### src/rtl/core_inst_seq_if.sv
// Sequencer <-> environment bundle: upstream row stream, core inst/mem_in bus, status.
// master = sequencer side, slave = upstream/core side.
interface core_inst_seq_if #(
  parameter int unsigned bw = 8,
  parameter int unsigned pr = 8
);
  localparam int unsigned DW = pr * bw;

  logic          start;
  logic [3:0]    q_rows_m1;
  logic [DW-1:0] in_data;
  logic          in_valid;
  logic          in_ready;
  logic          fifo_valid;
  logic [DW-1:0] mem_in;
  logic [16:0]   inst;
  logic          busy;
  logic          done;

  modport master (
    input  start, q_rows_m1, in_data, in_valid, fifo_valid,
    output in_ready, mem_in, inst, busy, done
  );

  modport slave (
    output start, q_rows_m1, in_data, in_valid, fifo_valid,
    input  in_ready, mem_in, inst, busy, done
  );
endinterface

### src/rtl/core_inst_seq.sv
// Attention-tile instruction sequencer: loads Q and K rows, feeds K, streams Q,
// then drains the core ofifo into psum memory, all from one start pulse.
module core_inst_seq #(
  parameter int unsigned bw  = 8,
  parameter int unsigned pr  = 8,
  parameter int unsigned col = 8
) (
  input  logic            clk,
  input  logic            reset,
  core_inst_seq_if.master bus
);

  localparam int unsigned DW = pr * bw;
  localparam int unsigned CW = 5;

  localparam int unsigned B_OFR = 16;
  localparam int unsigned B_EX  = 7;
  localparam int unsigned B_KLD = 6;
  localparam int unsigned B_QRD = 5;
  localparam int unsigned B_QWR = 4;
  localparam int unsigned B_KRD = 3;
  localparam int unsigned B_KWR = 2;
  localparam int unsigned B_PWR = 0;

  typedef enum logic [2:0] {
    S_IDLE  = 3'd0,
    S_QLOAD = 3'd1,
    S_KLOAD = 3'd2,
    S_KFEED = 3'd3,
    S_EXEC  = 3'd4,
    S_DRAIN = 3'd5,
    S_FIN   = 3'd6
  } state_t;

  state_t          state;
  logic [CW-1:0]   cnt;
  logic [3:0]      nq_m1;
  logic [16:0]     inst_q;
  logic [DW-1:0]   mem_q;
  logic            done_q;

  // Status decoded from the state register only; no path from inputs.
  assign bus.in_ready = (state == S_QLOAD) || (state == S_KLOAD);
  assign bus.busy     = (state != S_IDLE);
  assign bus.inst     = inst_q;
  assign bus.mem_in   = mem_q;
  assign bus.done     = done_q;

  always_ff @(posedge clk or posedge reset) begin
    if (reset) begin
      state  <= S_IDLE;
      cnt    <= '0;
      nq_m1  <= '0;
      inst_q <= '0;
      mem_q  <= '0;
      done_q <= 1'b0;
    end else begin
      inst_q <= '0;
      done_q <= 1'b0;
      unique case (state)
        S_IDLE: begin
          if (bus.start) begin
            nq_m1 <= bus.q_rows_m1;
            cnt   <= '0;
            state <= S_QLOAD;
          end
        end
        S_QLOAD: begin
          if (bus.in_valid) begin
            inst_q[B_QWR]  <= 1'b1;
            inst_q[15:12]  <= cnt[3:0];
            mem_q          <= bus.in_data;
            if (cnt[3:0] == nq_m1) begin
              cnt   <= '0;
              state <= S_KLOAD;
            end else begin
              cnt <= cnt + CW'(1);
            end
          end
        end
        S_KLOAD: begin
          if (bus.in_valid) begin
            inst_q[B_KWR]  <= 1'b1;
            inst_q[15:12]  <= cnt[3:0];
            mem_q          <= bus.in_data;
            if (cnt == CW'(col - 1)) begin
              cnt   <= '0;
              state <= S_KFEED;
            end else begin
              cnt <= cnt + CW'(1);
            end
          end
        end
        S_KFEED: begin
          // Kernel load trails the K read by the SRAM's one-cycle latency.
          inst_q[B_KLD] <= inst_q[B_KRD];
          if (cnt < CW'(col)) begin
            inst_q[B_KRD] <= 1'b1;
            inst_q[15:12] <= cnt[3:0];
          end
          if (cnt == CW'(col)) begin
            cnt   <= '0;
            state <= S_EXEC;
          end else begin
            cnt <= cnt + CW'(1);
          end
        end
        S_EXEC: begin
          inst_q[B_EX] <= inst_q[B_QRD];
          if (cnt <= CW'(nq_m1)) begin
            inst_q[B_QRD] <= 1'b1;
            inst_q[15:12] <= cnt[3:0];
          end
          if (cnt == CW'(nq_m1) + CW'(1)) begin
            cnt   <= '0;
            state <= S_DRAIN;
          end else begin
            cnt <= cnt + CW'(1);
          end
        end
        S_DRAIN: begin
          if (bus.fifo_valid) begin
            inst_q[B_OFR] <= 1'b1;
            inst_q[B_PWR] <= 1'b1;
            inst_q[11:8]  <= cnt[3:0];
            if (cnt[3:0] == nq_m1) begin
              cnt   <= '0;
              state <= S_FIN;
            end else begin
              cnt <= cnt + CW'(1);
            end
          end
        end
        S_FIN: begin
          done_q <= 1'b1;
          state  <= S_IDLE;
        end
        default: state <= S_IDLE;
      endcase
    end
  end

endmodule

### src/flat_wrapper.sv
// flat-port wrapper written by rule: the top's interface ports become plain ports
module core_inst_seq_flat 
#(
  parameter int unsigned bw  = 8,
  parameter int unsigned pr  = 8,
  parameter int unsigned col = 8
)
  (clk, reset, bus_start, bus_q_rows_m1, bus_in_data, bus_in_valid, bus_fifo_valid, bus_in_ready, bus_mem_in, bus_inst, bus_busy, bus_done);
  core_inst_seq_if #(.bw(bw), .pr(pr)) bus_i ();
  input  logic clk;
  input  logic reset;
  input wire logic [$bits(bus_i.start)-1:0] bus_start;
  input wire logic [$bits(bus_i.q_rows_m1)-1:0] bus_q_rows_m1;
  input wire logic [$bits(bus_i.in_data)-1:0] bus_in_data;
  input wire logic [$bits(bus_i.in_valid)-1:0] bus_in_valid;
  input wire logic [$bits(bus_i.fifo_valid)-1:0] bus_fifo_valid;
  output wire logic [$bits(bus_i.in_ready)-1:0] bus_in_ready;
  output wire logic [$bits(bus_i.mem_in)-1:0] bus_mem_in;
  output wire logic [$bits(bus_i.inst)-1:0] bus_inst;
  output wire logic [$bits(bus_i.busy)-1:0] bus_busy;
  output wire logic [$bits(bus_i.done)-1:0] bus_done;
  assign bus_i.start = bus_start;
  assign bus_i.q_rows_m1 = bus_q_rows_m1;
  assign bus_i.in_data = bus_in_data;
  assign bus_i.in_valid = bus_in_valid;
  assign bus_i.fifo_valid = bus_fifo_valid;
  assign bus_in_ready = bus_i.in_ready;
  assign bus_mem_in = bus_i.mem_in;
  assign bus_inst = bus_i.inst;
  assign bus_busy = bus_i.busy;
  assign bus_done = bus_i.done;
  core_inst_seq #(.bw(bw), .pr(pr), .col(col)) u_core (.clk(clk), .reset(reset), .bus(bus_i));
endmodule
### config.mk
export PLATFORM = sky130hd
export DESIGN_NAME = core_inst_seq_flat
export DESIGN_NICKNAME = d
export VERILOG_FILES = /design/src/rtl/core_inst_seq_if.sv /design/src/rtl/core_inst_seq.sv /design/src/flat_wrapper.sv
export SDC_FILE = /design/constraint.sdc
export NUM_CORES = 1
export LEC_CHECK = 0
export CORE_MARGIN = 5
export CORE_UTILIZATION = 35
export DETAILED_ROUTE_END_ITERATION = 7
export GPL_ROUTABILITY_DRIVEN = 0
export PLACE_DENSITY = 0.69
export SYNTH_ARGS = -nofsm -noshare
export SYNTH_HDL_FRONTEND = slang
export SYNTH_SLANG_ARGS = --single-unit
### constraint.sdc
create_clock -name clk -period 3.6 [get_ports clk]
set_input_delay 1.08 -clock clk [delete_from_list [all_inputs] [get_ports clk]]
set_output_delay 1.08 -clock clk [all_outputs]
set_load 0.01 [all_outputs]
# Yosys cells after proc, flatten, opt, wreduce, memory -nomap -nowiden
# Index checks and enable logic that the tools add are counted.
# totals
ff_bits	93
inputBits	73
output_inout_bits	84
word_cells	75
# classes
n_addsub	2
order_cmp	2
n_eq_ne	19
muxes	37
n_reduce_logical	9
# op_table
operator	count
2-to-1 mux 5 bit	8
case mux 5 bit (6 select lines)	1
2-to-1 mux 3 bit	9
2-to-1 mux 4 bit	5
case mux 3 bit (6 select lines)	1
2-to-1 mux 1 bit	12
inequality test 2 bit (second input constant)	6
case mux 4 bit (3 select lines)	1
== test 3 bit (second input constant)	3
AND reduction 9 bit	1
== test 3 x 2 -> 1 bit (second input constant)	2
inequality test 2 x 1 -> 1 bit (second input constant)	3
nonzero test 6 bit	1
adder 4 x 1 -> 5 bit (second input constant)	1
adder 5 x 1 -> 5 bit (second input constant)	1
== test 5 x 3 -> 1 bit (second input constant)	1
== test 5 x 4 -> 1 bit (second input constant)	1
== test 5 bit	1
less-or-equal comparator 5 x 4 -> 1 bit	1
less-than comparator 5 x 4 -> 1 bit (second input constant)	1
AND reduction 5 bit	1
== test 4 bit	1
AND reduction 2 bit	2
== test 3 x 1 -> 1 bit (second input constant)	1
other kinds (4)	4

# Depth between registers and ports, before layout
# Gate-level depths: netlist of the first run.
# logic_depth
depth_word	4
depth_mapped	7
depth_no_buf	7

# Worst setup path after synthesis of the first run
# No wires, ideal clock.
# synth_path
kind	input to register
start	input port bus_in_valid
end	register u_core.mem_q[0] (netlist: u_core.bus.mem_in[0])
setup_ns	0.127
arrival_time_ns	1.915
required_time_ns	3.473
slack_ns	1.558
path_stages	5
cell_sequence	nand2_1 -> a21oi_2 -> buf_4 -> buf_6 -> mux2_1
# synth_between
elab_chain_len	1
# synth_lines
element	line	source
start, declared	flat_wrapper.sv:15	input wire logic [$bits(bus_i.in_valid)-1:0] bus_in_valid;
AND reduction 2 bit (no line)	n/a	
end signal, assigned	core_inst_seq.sv:72	mem_q <= bus.in_data;
end signal, assigned	core_inst_seq.sv:85	mem_q <= bus.in_data;
end, declared	core_inst_seq.sv:39	logic [DW-1:0] mem_q;
# Every way passes these cells.
# A chain may end at the register's enable or synchronous reset.

# Worst setup path in the final report of the first run
# layout_path
start	register u_core.state[0]
end	output port bus_in_ready
# layout_between
elab_chain_len	2
# layout_lines
element	line	source
start, declared	core_inst_seq.sv:35	state_t state;
start signal, assigned	core_inst_seq.sv:51	state <= S_IDLE;
start signal, assigned	core_inst_seq.sv:65	state <= S_QLOAD;
start signal, assigned	core_inst_seq.sv:75	state <= S_KLOAD;
== test 3 x 1 -> 1 bit / == test 3 x 2 -> 1 bit (equally long branches)	core_inst_seq.sv:43	assign bus.in_ready = (state == S_QLOAD) || (state == S_KLOAD);
logical OR 1 bit (*)	core_inst_seq.sv:43	
end, declared	flat_wrapper.sv:17	output wire logic [$bits(bus_i.in_ready)-1:0] bus_in_ready;
# Every way passes the cells marked *; elsewhere a longest branch is shown, timed or not.

==> impl_metrics.json, run 1 <==
{
  "status": "completed",
  "synth_area_um2": 3950,
  "firstDrtPassIters": 4,
  "place_ws_ps": 728,
  "root_buffer": "clkbuf_16",
  "wire_per_inst_um": 16.5,
  "port_buffers": 155,
  "rsz0062_at_grt": "no",
  "grt_pass1_vias": 3010,
  "p_leak_nw": 2.49,
  "tightest_slew_ps": 861,
  "final_common_cell": "clkdlybuf4s50_1",
  "drc": 0,
  "nets": 531,
  "path_class": "reg -> out",
  "clock_power_share_pct": 20.1,
  "synthArstFlopShare_pct": 100,
  "hp-class": "reg -> reg",
  "final_util_pct": 54.4,
  "clkSlewWorstSetupHoldPaths_ps": 60,
  "placed_area_um2": 5610,
  "slew_viol_final": 0,
  "ir_worst_vdd_uv": 409,
  "internal_power_w": 0.00347,
  "postCtsSetupBuffers": 0,
  "die_area_um2": 13500,
  "cts_max_level": 3,
  "grt_overflow": 0,
  "fillers": 990,
  "end_kind": "output pin",
  "critPathArrivalTime_ps": 1980,
  "synth_edf_count": 0,
  "coreArea_um2": 10900,
  "viasPerCell": 4.82,
  "p_sw_w": 0.00169,
  "track_usage_pct": 14.6,
  "design_area_um2": 5950,
  "pin_count": 157,
  "layout_common_cells": "155 x clkdlybuf4s50_1, 92 x dfrtp_1, 54 x mux2_1",
  "setup.worst_path.start_class": "flop",
  "cts_resized": 0,
  "routed_wl_um": 9810,
  "syn_area_per_cell_um2": 13.3,
  "grt_pass1_wl_um": 15500,
  "cts_tree": "built",
  "synth_warnings": 0,
  "skew_ps": 2.49,
  "holdBufCountCts": 0,
  "clock_latency_ps": 330,
  "syn_nets": 377,
  "timing_hold_violations_final": 0,
  "clock_path_buffers": 2,
  "ys_seq_elements": 92,
  "drv_cap": 0,
  "ys_seq_area_share_pct": 58.3,
  "maxSlewHeadroom_pct": 42.5,
  "antenna_found_initial": 0,
  "ant_nets": 0,
  "clock.fmax_mhz": 326,
  "p_seq_share_pct": 34.8,
  "synthCells": 297,
  "die_w_um": 116,
  "worstPathRequired_ps": 2520,
  "start_util_pct": 36.1,
  "cp_max_fo": 18,
  "period_minus_slack_ps": 3060,
  "antenna_cells": 0,
  "synth_ff_type": "dfrtp_1",
  "pwr-share-comb_pct": 45.1,
  "drive_gt1_share_pct": 9.65,
  "fin_crit_sh_pct": 85.1,
  "cellPowerDensity_nw_per_um2": 868,
  "whs_ps": 486,
  "fin_ws_ps": 536,
  "grt_max_degree": 54,
  "drt_iter0_markers": 132,
  "fin_tns_setup_ps": 0,
  "p_sw_share_pct": 32.7,
  "setup-violations-final": 0,
  "hpwl_um": 7450,
  "cts_sinks": 92,
  "yosysUniqueCellTypes": 49,
  "cts_inserted_buffers": 9,
  "die_h_um": 116,
  "areaGrowthSynthToFinish_pct": 50.5,
  "rows": 38,
  "num_vias": 2873
}
==> per-layer routing <==
layer	track usage, %	wire length (um)	vias to the layer above
met5	0	0	-
met4	5.57	153	0
met1	18.0	3960	1425
met2	25.3	5030	91
li1	-	-	1345
met3	2.95	656	12
==> worst paths after layout <==
| check | from | end | slack [ps] | cells after the start |
|---|---|---|---|---|
| setup / recovery | u_core.state[0]$_DFFE_PP0P_ | bus_in_ready | 540 | 3 |
| hold / removal | u_core.bus.mem_in[14]$_DFFE_PP0P_ | u_core.bus.mem_in[14]$_DFFE_PP0P_ | 490 | 1 |
| setup reg to reg | u_core.state[0]$_DFFE_PP0P_ | u_core.bus.mem_in[49]$_DFFE_PP0P_ | 1600 | 5 |
| hold reg to reg | u_core.bus.mem_in[14]$_DFFE_PP0P_ | u_core.bus.mem_in[14]$_DFFE_PP0P_ | 490 | 1 |
| max in group asynchronous | reset | u_core.bus.mem_in[31]$_DFFE_PP0P_ | 1690 | 3 |
| min in group asynchronous | reset | u_core.bus.inst[11]$_DFF_PP0_ | 1220 | 2 |
==> power by group through the flow <==
| stage | Combinational (W) | Sequential, W | Clock [W] |
|---|---|---|---|
| finish | 0.00233 | 0.00180 | 0.00104 |
| global placement | 0.00230 | 0.00180 | 0 |
| global route | 0.00252 | 0.00187 | 0.00111 |
| floorplan | 0.00108 | 0.00192 | 0 |
| CTS | 0.00238 | 0.00180 | 0.00107 |
| detailed placement | 0.00237 | 0.00182 | 0 |
==> state kept, by name, indices dropped and copies added, names as in the netlist <==
| register | count |
|---|---|
| u_core.bus.done | 1 |
| u_core.bus.inst | 15 |
| u_core.bus.mem_in | 64 |
| u_core.cnt | 5 |
| u_core.nq_m1 | 4 |
| u_core.state | 3 |
==> kinds of logic (layout without fill, tap and decap cells) <==
logic type | Yosys count | in the layout | synth area share, %
flip-flops | 92 | 92 | 58.3
multiplexers | 67 | 67 | 19.0
AND/OR/NAND/NOR | 60 | 60 | 7.73
AO/OA/AOI/OAI | 37 | 37 | 6.78
buffers and inverters | 28 | 187 | 4.56
adder cells (fa/ha/maj) | 7 | 7 | 2.22
XOR/XNOR | 5 | 5 | 1.30
other | 1 | 1 | 0.0949
==> cells in the mapped netlist (all sizes together), types with 3 or more instances <==
cell,n,area (um2)
dfrtp,92,2300
mux2,65,732
buf,17,139
nand2,17,63.8
nor2,13,48.8
inv,11,41.3
o21ai,11,58.8
a21oi,9,48.8
ha,7,87.6
nor3,6,35.0
and3,5,31.3
nand3,4,20.0
a211oi,3,27.5
nand2b,3,21.3
nor2b,3,18.8
xnor2,3,33.8
==> worst max-delay path, cell delays in order (launching register included) <==
cell and delay [ps]:
dfrtp_1 570, nand2b_2 340, a21oi_1 170, clkdlybuf4s50_1 560
==> through the flow <==
| step | power (W) | cells |
|---|---|---|
| 3_3_place_gp | 0.00410 | 580 |
| 4_1_cts | 0.00524 | 596 |
| 6_report | 0.00516 | 596 |
| 3_5_place_dp | 0.00419 | 580 |
| 5_1_grt | 0.00550 | 596 |
| 2_1_floorplan | 0.00300 | 297 |
==> final cells by class <==
class / count / area (um2) / area share [%]
Multi-Input combinational cell: 177 / 1480 / 24.8
Clock inverter: 5 / 83.8 / 1.41
Inverter: 11 / 42.5 / 0.715
Sequential cell: 92 / 2300 / 38.7
Timing Repair Buffer: 160 / 1610 / 27.1
Tap cell: 140 / 175 / 2.95
Clock buffer: 11 / 253 / 4.25
No activity file was read; power rests on OpenSTA's default activity.
==> inputs of run 2 (changes only) <==
Settings changed: DONT_BUFFER_PORTS set to 1, PLACE_DENSITY 0.69 to unset, SKIP_LAST_GASP set to 1, SLEW_MARGIN set to 0.
==> run 2 against run 1 <==
Against the previous run:
- count of clock-buffer cells in the layout shrank 1
- critical path depth shrank 1
- worst setup slack gained 220 ps
- worst hold slack gained 62 ps
- combinational power shrank 51%
- power shrank 20%
==> impl_metrics.json, run 2 (synthesis results as in run 1) <==
{
  "hpwl_um": 6230,
  "cts_sinks": 92,
  "antenna_found_initial": 0,
  "setup-violations-final": 0,
  "grt_pass1_wl_um": 12400,
  "num_vias": 2264,
  "final_common_cell": "dfrtp_1",
  "drv_cap": 0,
  "tightest_slew_ps": 1110,
  "period_minus_slack_ps": 2840,
  "final_util_pct": 39.3,
  "critPathArrivalTime_ps": 1760,
  "wire_per_inst_um": 19.1,
  "cellPowerDensity_nw_per_um2": 960,
  "cp_slowest_stage_delay_ps": 690,
  "drive_gt1_share_pct": 12.5,
  "p_leak_nw": 1.85,
  "path_class": "reg -> out",
  "ir_worst_vdd_uv": 404,
  "clkSlewWorstSetupHoldPaths_ps": 60,
  "die_area_um2": 13500,
  "root_buffer": "clkbuf_16",
  "fin_ws_ps": 756,
  "track_usage_pct": 12.2,
  "rsz0062_at_grt": "no",
  "skew_ps": 7.13,
  "r2r-end": "u_core.bus.mem_in[17]$_DFFE_PP0P_",
  "setup.worst_path.start_class": "flop",
  "port_buffers": 0,
  "layout_common_cells": "92 x dfrtp_1, 54 x mux2_1, 17 x nand2_1",
  "hold_depth": 1,
  "firstDrtPassIters": 5,
  "drt_iter0_markers": 165,
  "ant_nets": 0,
  "place_ws_ps": 1130,
  "reg2reg_from": "u_core.state[0]$_DFFE_PP0P_",
  "pin_count": 157,
  "timing_hold_violations_final": 0,
  "maxSlewHeadroom_pct": 25.9,
  "rrSetupSlack_ps": 1290,
  "viasPerCell": 5.20,
  "cts_inserted_buffers": 9,
  "cts_max_level": 3,
  "drc": 0,
  "cp_slowest_cell": "dfrtp_1",
  "coreArea_um2": 10900,
  "status": "completed",
  "areaGrowthSynthToFinish_pct": 8.81,
  "fin_crit_sh_pct": 79.0,
  "clock_latency_ps": 330,
  "grt_pass1_vias": 2407,
  "fin_tns_setup_ps": 0,
  "clock.fmax_mhz": 352,
  "worstSetupStartpoint": "u_core.state[0]$_DFFE_PP0P_",
  "rr_worst_depth": 4,
  "grt_max_degree": 93,
  "nets": 372,
  "slew_viol_final": 0,
  "hp-class": "reg -> reg",
  "largest_reg_flops": 64,
  "routed_wl_um": 8290,
  "hold_end": "u_core.cnt[0]$_DFFE_PP0P_",
  "cts_tree": "built",
  "end_kind": "output pin",
  "rows": 38,
  "die_h_um": 116,
  "die_w_um": 116,
  "worstPathRequired_ps": 2520,
  "grt_overflow": 0,
  "antenna_cells": 0,
  "cts_resized": 0,
  "clock_path_buffers": 2,
  "postCtsSetupBuffers": 0,
  "holdBufCountCts": 0,
  "crit_chain": "nand2b_1 -> a21oi_1",
  "start_util_pct": 36.1,
  "hold_path.startpoint": "u_core.cnt[0]$_DFFE_PP0P_",
  "cp_max_fo": 18
}
[run 2: changes by cell type in the layout (fill, tap and decap cells not counted)]
cell / change
clkbuf_8: -2
clkinvlp_4: -2
buf_12: -1
clkdlybuf4s50_1: -155
clkinv_4: +1
bufinv_16: -1
clkbuf_1: +1
inv_4: +1
buf_4: -3
[run 2: how the worst max path moves through the flow]
stage	cells past startpoint	endpoint	slack, ps
finish	2	bus_in_ready	760
floorplan	1	u_core.bus.done$_DFF_PP0_	130
global route	2	bus_in_ready	650
CTS	2	bus_in_ready	750
detailed placement	2	bus_in_ready	1130
global placement	2	bus_in_ready	1190
[run 2: routing by layer]
metal | GRT usage (%) | part of all wire (%) | vias up
met5 | 0 | 0 | -
met4 | 5.96 | 2.1 | 0
met3 | 6.32 | 15 | 18
met2 | 19.4 | 46 | 136
met1 | 13.5 | 37 | 1084
li1 | - | - | 1026
[run 2: metrics by stage]
| step | power (W) | std cells | hold WS, ps | cell area (um2) |
|---|---|---|---|---|
| 3_3_place_gp | 0.00323 | 421 | 520 | 4020 |
| 5_1_grt | 0.00444 | 435 | 581 | 4300 |
| 4_1_cts | 0.00420 | 435 | 558 | 4300 |
| 6_report | 0.00412 | 435 | 548 | 4300 |
| 2_1_floorplan | 0.00300 | 297 | 494 | 3950 |
| 3_5_place_dp | 0.00328 | 421 | 545 | 4020 |
[run 2: area by class of cell]
| class | instances | area, um2 |
|---|---|---|
| Inverter | 11 | 43.8 |
| Fill cell | 1080 | 6640 |
| Tap cell | 140 | 175 |
| Timing Repair Buffer | 1 | 20.0 |
| Multi-Input combinational cell | 177 | 1480 |
| Clock buffer | 10 | 229 |
| Sequential cell | 92 | 2300 |
| Clock inverter | 4 | 52.6 |
[run 2: critical path: cells and delay by family (launching register included)]
family	cells	cell delay (ps)
compound gates	1	370
flops	1	690
simple gates	1	370
[run 2: power by group]
part           total [W]  internal, W  switching (W)  leakage, nW
sequential       0.00208      0.00149       0.000585         1.12
clock           0.000901     0.000531       0.000370        0.138
combinational    0.00114     0.000567       0.000576        0.587
total            0.00412      0.00259        0.00153         1.85
==> inputs of run 3 (changes only) <==
Clock period 3.6 ns to 2.4 ns, I/O delays scaled along.
==> run 3 against run 2 <==
Against the previous run:
- clock power increased by 69%
- flip-flop and latch count is the same
- critical endpoint unchanged
- first-iteration DRC count rose by 9.7%
- via count up 1.0%
- worst setup slack worse by 580 ps
==> impl_metrics.json, run 3 (synthesis results as in run 1) <==
{
  "status": "completed",
  "routed_wl_um": 8620,
  "cts_resized": 0,
  "cp_slowest_cell": "dfrtp_1",
  "postCtsSetupBuffers": 0,
  "worstPathRequired_ps": 1680,
  "end_kind": "output pin",
  "die_h_um": 116,
  "final_common_cell": "dfrtp_1",
  "fin_crit_sh_pct": 92.8,
  "rsz0062_at_grt": "no",
  "grt_max_degree": 46,
  "clock.fmax_mhz": 449,
  "die_w_um": 116,
  "wire_per_inst_um": 19.4,
  "cts_sinks": 92,
  "cp_max_fo": 9,
  "root_buffer": "clkbuf_16",
  "port_buffers": 0,
  "final_util_pct": 40.5,
  "maxSlewHeadroom_pct": 62.8,
  "ir_worst_vdd_uv": 656,
  "clock_path_buffers": 2,
  "timing_hold_violations_final": 0,
  "period_minus_slack_ps": 2230,
  "drc": 0,
  "fin_tns_setup_ps": 0,
  "holdBufCountCts": 0,
  "layout_common_cells": "92 x dfrtp_1, 54 x mux2_1, 17 x nand2_1",
  "crit_chain": "nand2b_1 -> a21oi_1",
  "clkSlewWorstSetupHoldPaths_ps": 70,
  "areaGrowthSynthToFinish_pct": 12.2,
  "pin_count": 157,
  "coreArea_um2": 10900,
  "critPathArrivalTime_ps": 1510,
  "tightest_slew_ps": 557,
  "fillers": 1051,
  "skew_ps": 9.59,
  "p_leak_nw": 1.91,
  "largest_reg_flops": 64,
  "die_area_um2": 13500,
  "ant_nets": 0,
  "start_util_pct": 36.1,
  "grt_overflow": 0,
  "firstDrtPassIters": 4,
  "path_buf_inv": 0,
  "fin_cells": 445,
  "drt_iter0_markers": 181,
  "antenna_cells": 0,
  "drive_gt1_share_pct": 15.1,
  "cts_inserted_buffers": 9,
  "crit_family": "flip-flops",
  "antenna_found_initial": 0,
  "grt_pass1_wl_um": 13100,
  "track_usage_pct": 12.9,
  "cellPowerDensity_nw_per_um2": 1460,
  "setup-violations-final": 0,
  "clock_latency_ps": 340,
  "cts_tree": "built",
  "hp-class": "in -> async",
  "num_vias": 2287,
  "cp_slowest_stage_delay_ps": 420,
  "setup.worst_path.start_class": "flop",
  "viasPerCell": 5.14,
  "hpwl_um": 6710,
  "drv_cap": 0,
  "path_class": "reg -> out",
  "rows": 38,
  "grt_pass1_vias": 2398,
  "dpl.cell_count": 429,
  "slew_viol_final": 0,
  "cts_max_level": 3,
  "nets": 380
}
[run 3: changes by cell type in the layout (fill, tap and decap cells not counted), sizes merged]
cell      delta
clkinvlp     +1
clkinv       -2
inv          -1
clkbuf       +3
bufinv       +1
buf          +8
[run 3: area by class of cell]
cell class | count | area, um2 | share of cell area [%]
multi-input cells | 177 | 1480 | 33.3
repair buffers | 9 | 105 | 2.37
inverters | 11 | 45.0 | 1.02
clock inverters | 3 | 68.8 | 1.55
flip-flops and latches | 92 | 2300 | 51.9
well taps | 140 | 175 | 3.95
clock buffers | 13 | 260 | 5.87
[run 3: through the flow]
step	hold slack [ps]	setup WS, ps	cell area, um2	power (W)
6_report	303	173	4430	0.00645
5_1_grt	315	42.3	4430	0.00693
4_1_cts	309	124	4430	0.00657
3_5_place_dp	534	496	4100	0.00501
3_3_place_gp	527	498	4100	0.00493
2_1_floorplan	494	602	3950	0.00450
[run 3: final timing paths]
check / from / to / slack, ps / cells after the start
worst max-delay path: u_core.state[1]$_DFFE_PP0P_ / bus_in_ready / 170 / 2
worst min-delay path: reset / u_core.nq_m1[0]$_DFFE_PP0P_ / 300 / 1
worst max register to register: u_core.state[1]$_DFFE_PP0P_ / u_core.bus.mem_in[25]$_DFFE_PP0P_ / 510 / 4
worst min register to register: u_core.cnt[0]$_DFFE_PP0P_ / u_core.cnt[0]$_DFFE_PP0P_ / 540 / 1
max in group asynchronous: reset / u_core.bus.mem_in[5]$_DFFE_PP0P_ / 1520 / 2
min in group clk: bus_q_rows_m1[1] / u_core.nq_m1[1]$_DFFE_PP0P_ / 510 / 2
[run 3: power by group]
group | switching (W) | internal, W
registers | 0.000818 | 0.00224
clock network | 0.000553 | 0.000971
logic | 0.000964 | 0.000903
[run 3: metal layers]
layer | global-route usage, % | vias up | share of wire [%]
li1 | - | 1043 | -
met1 | 14.2 | 1086 | 36
met2 | 20.1 | 140 | 46
met3 | 8.13 | 18 | 16
met4 | 4.64 | 0 | 2.1
met5 | 0 | - | 0
[run 3: worst reg2reg max path, cell delays in order, from the launching register on]
cell and delay [ps]:
dfrtp_1 420, nand2b_1 390, a21oi_4 270, buf_4 310, mux2_2 390
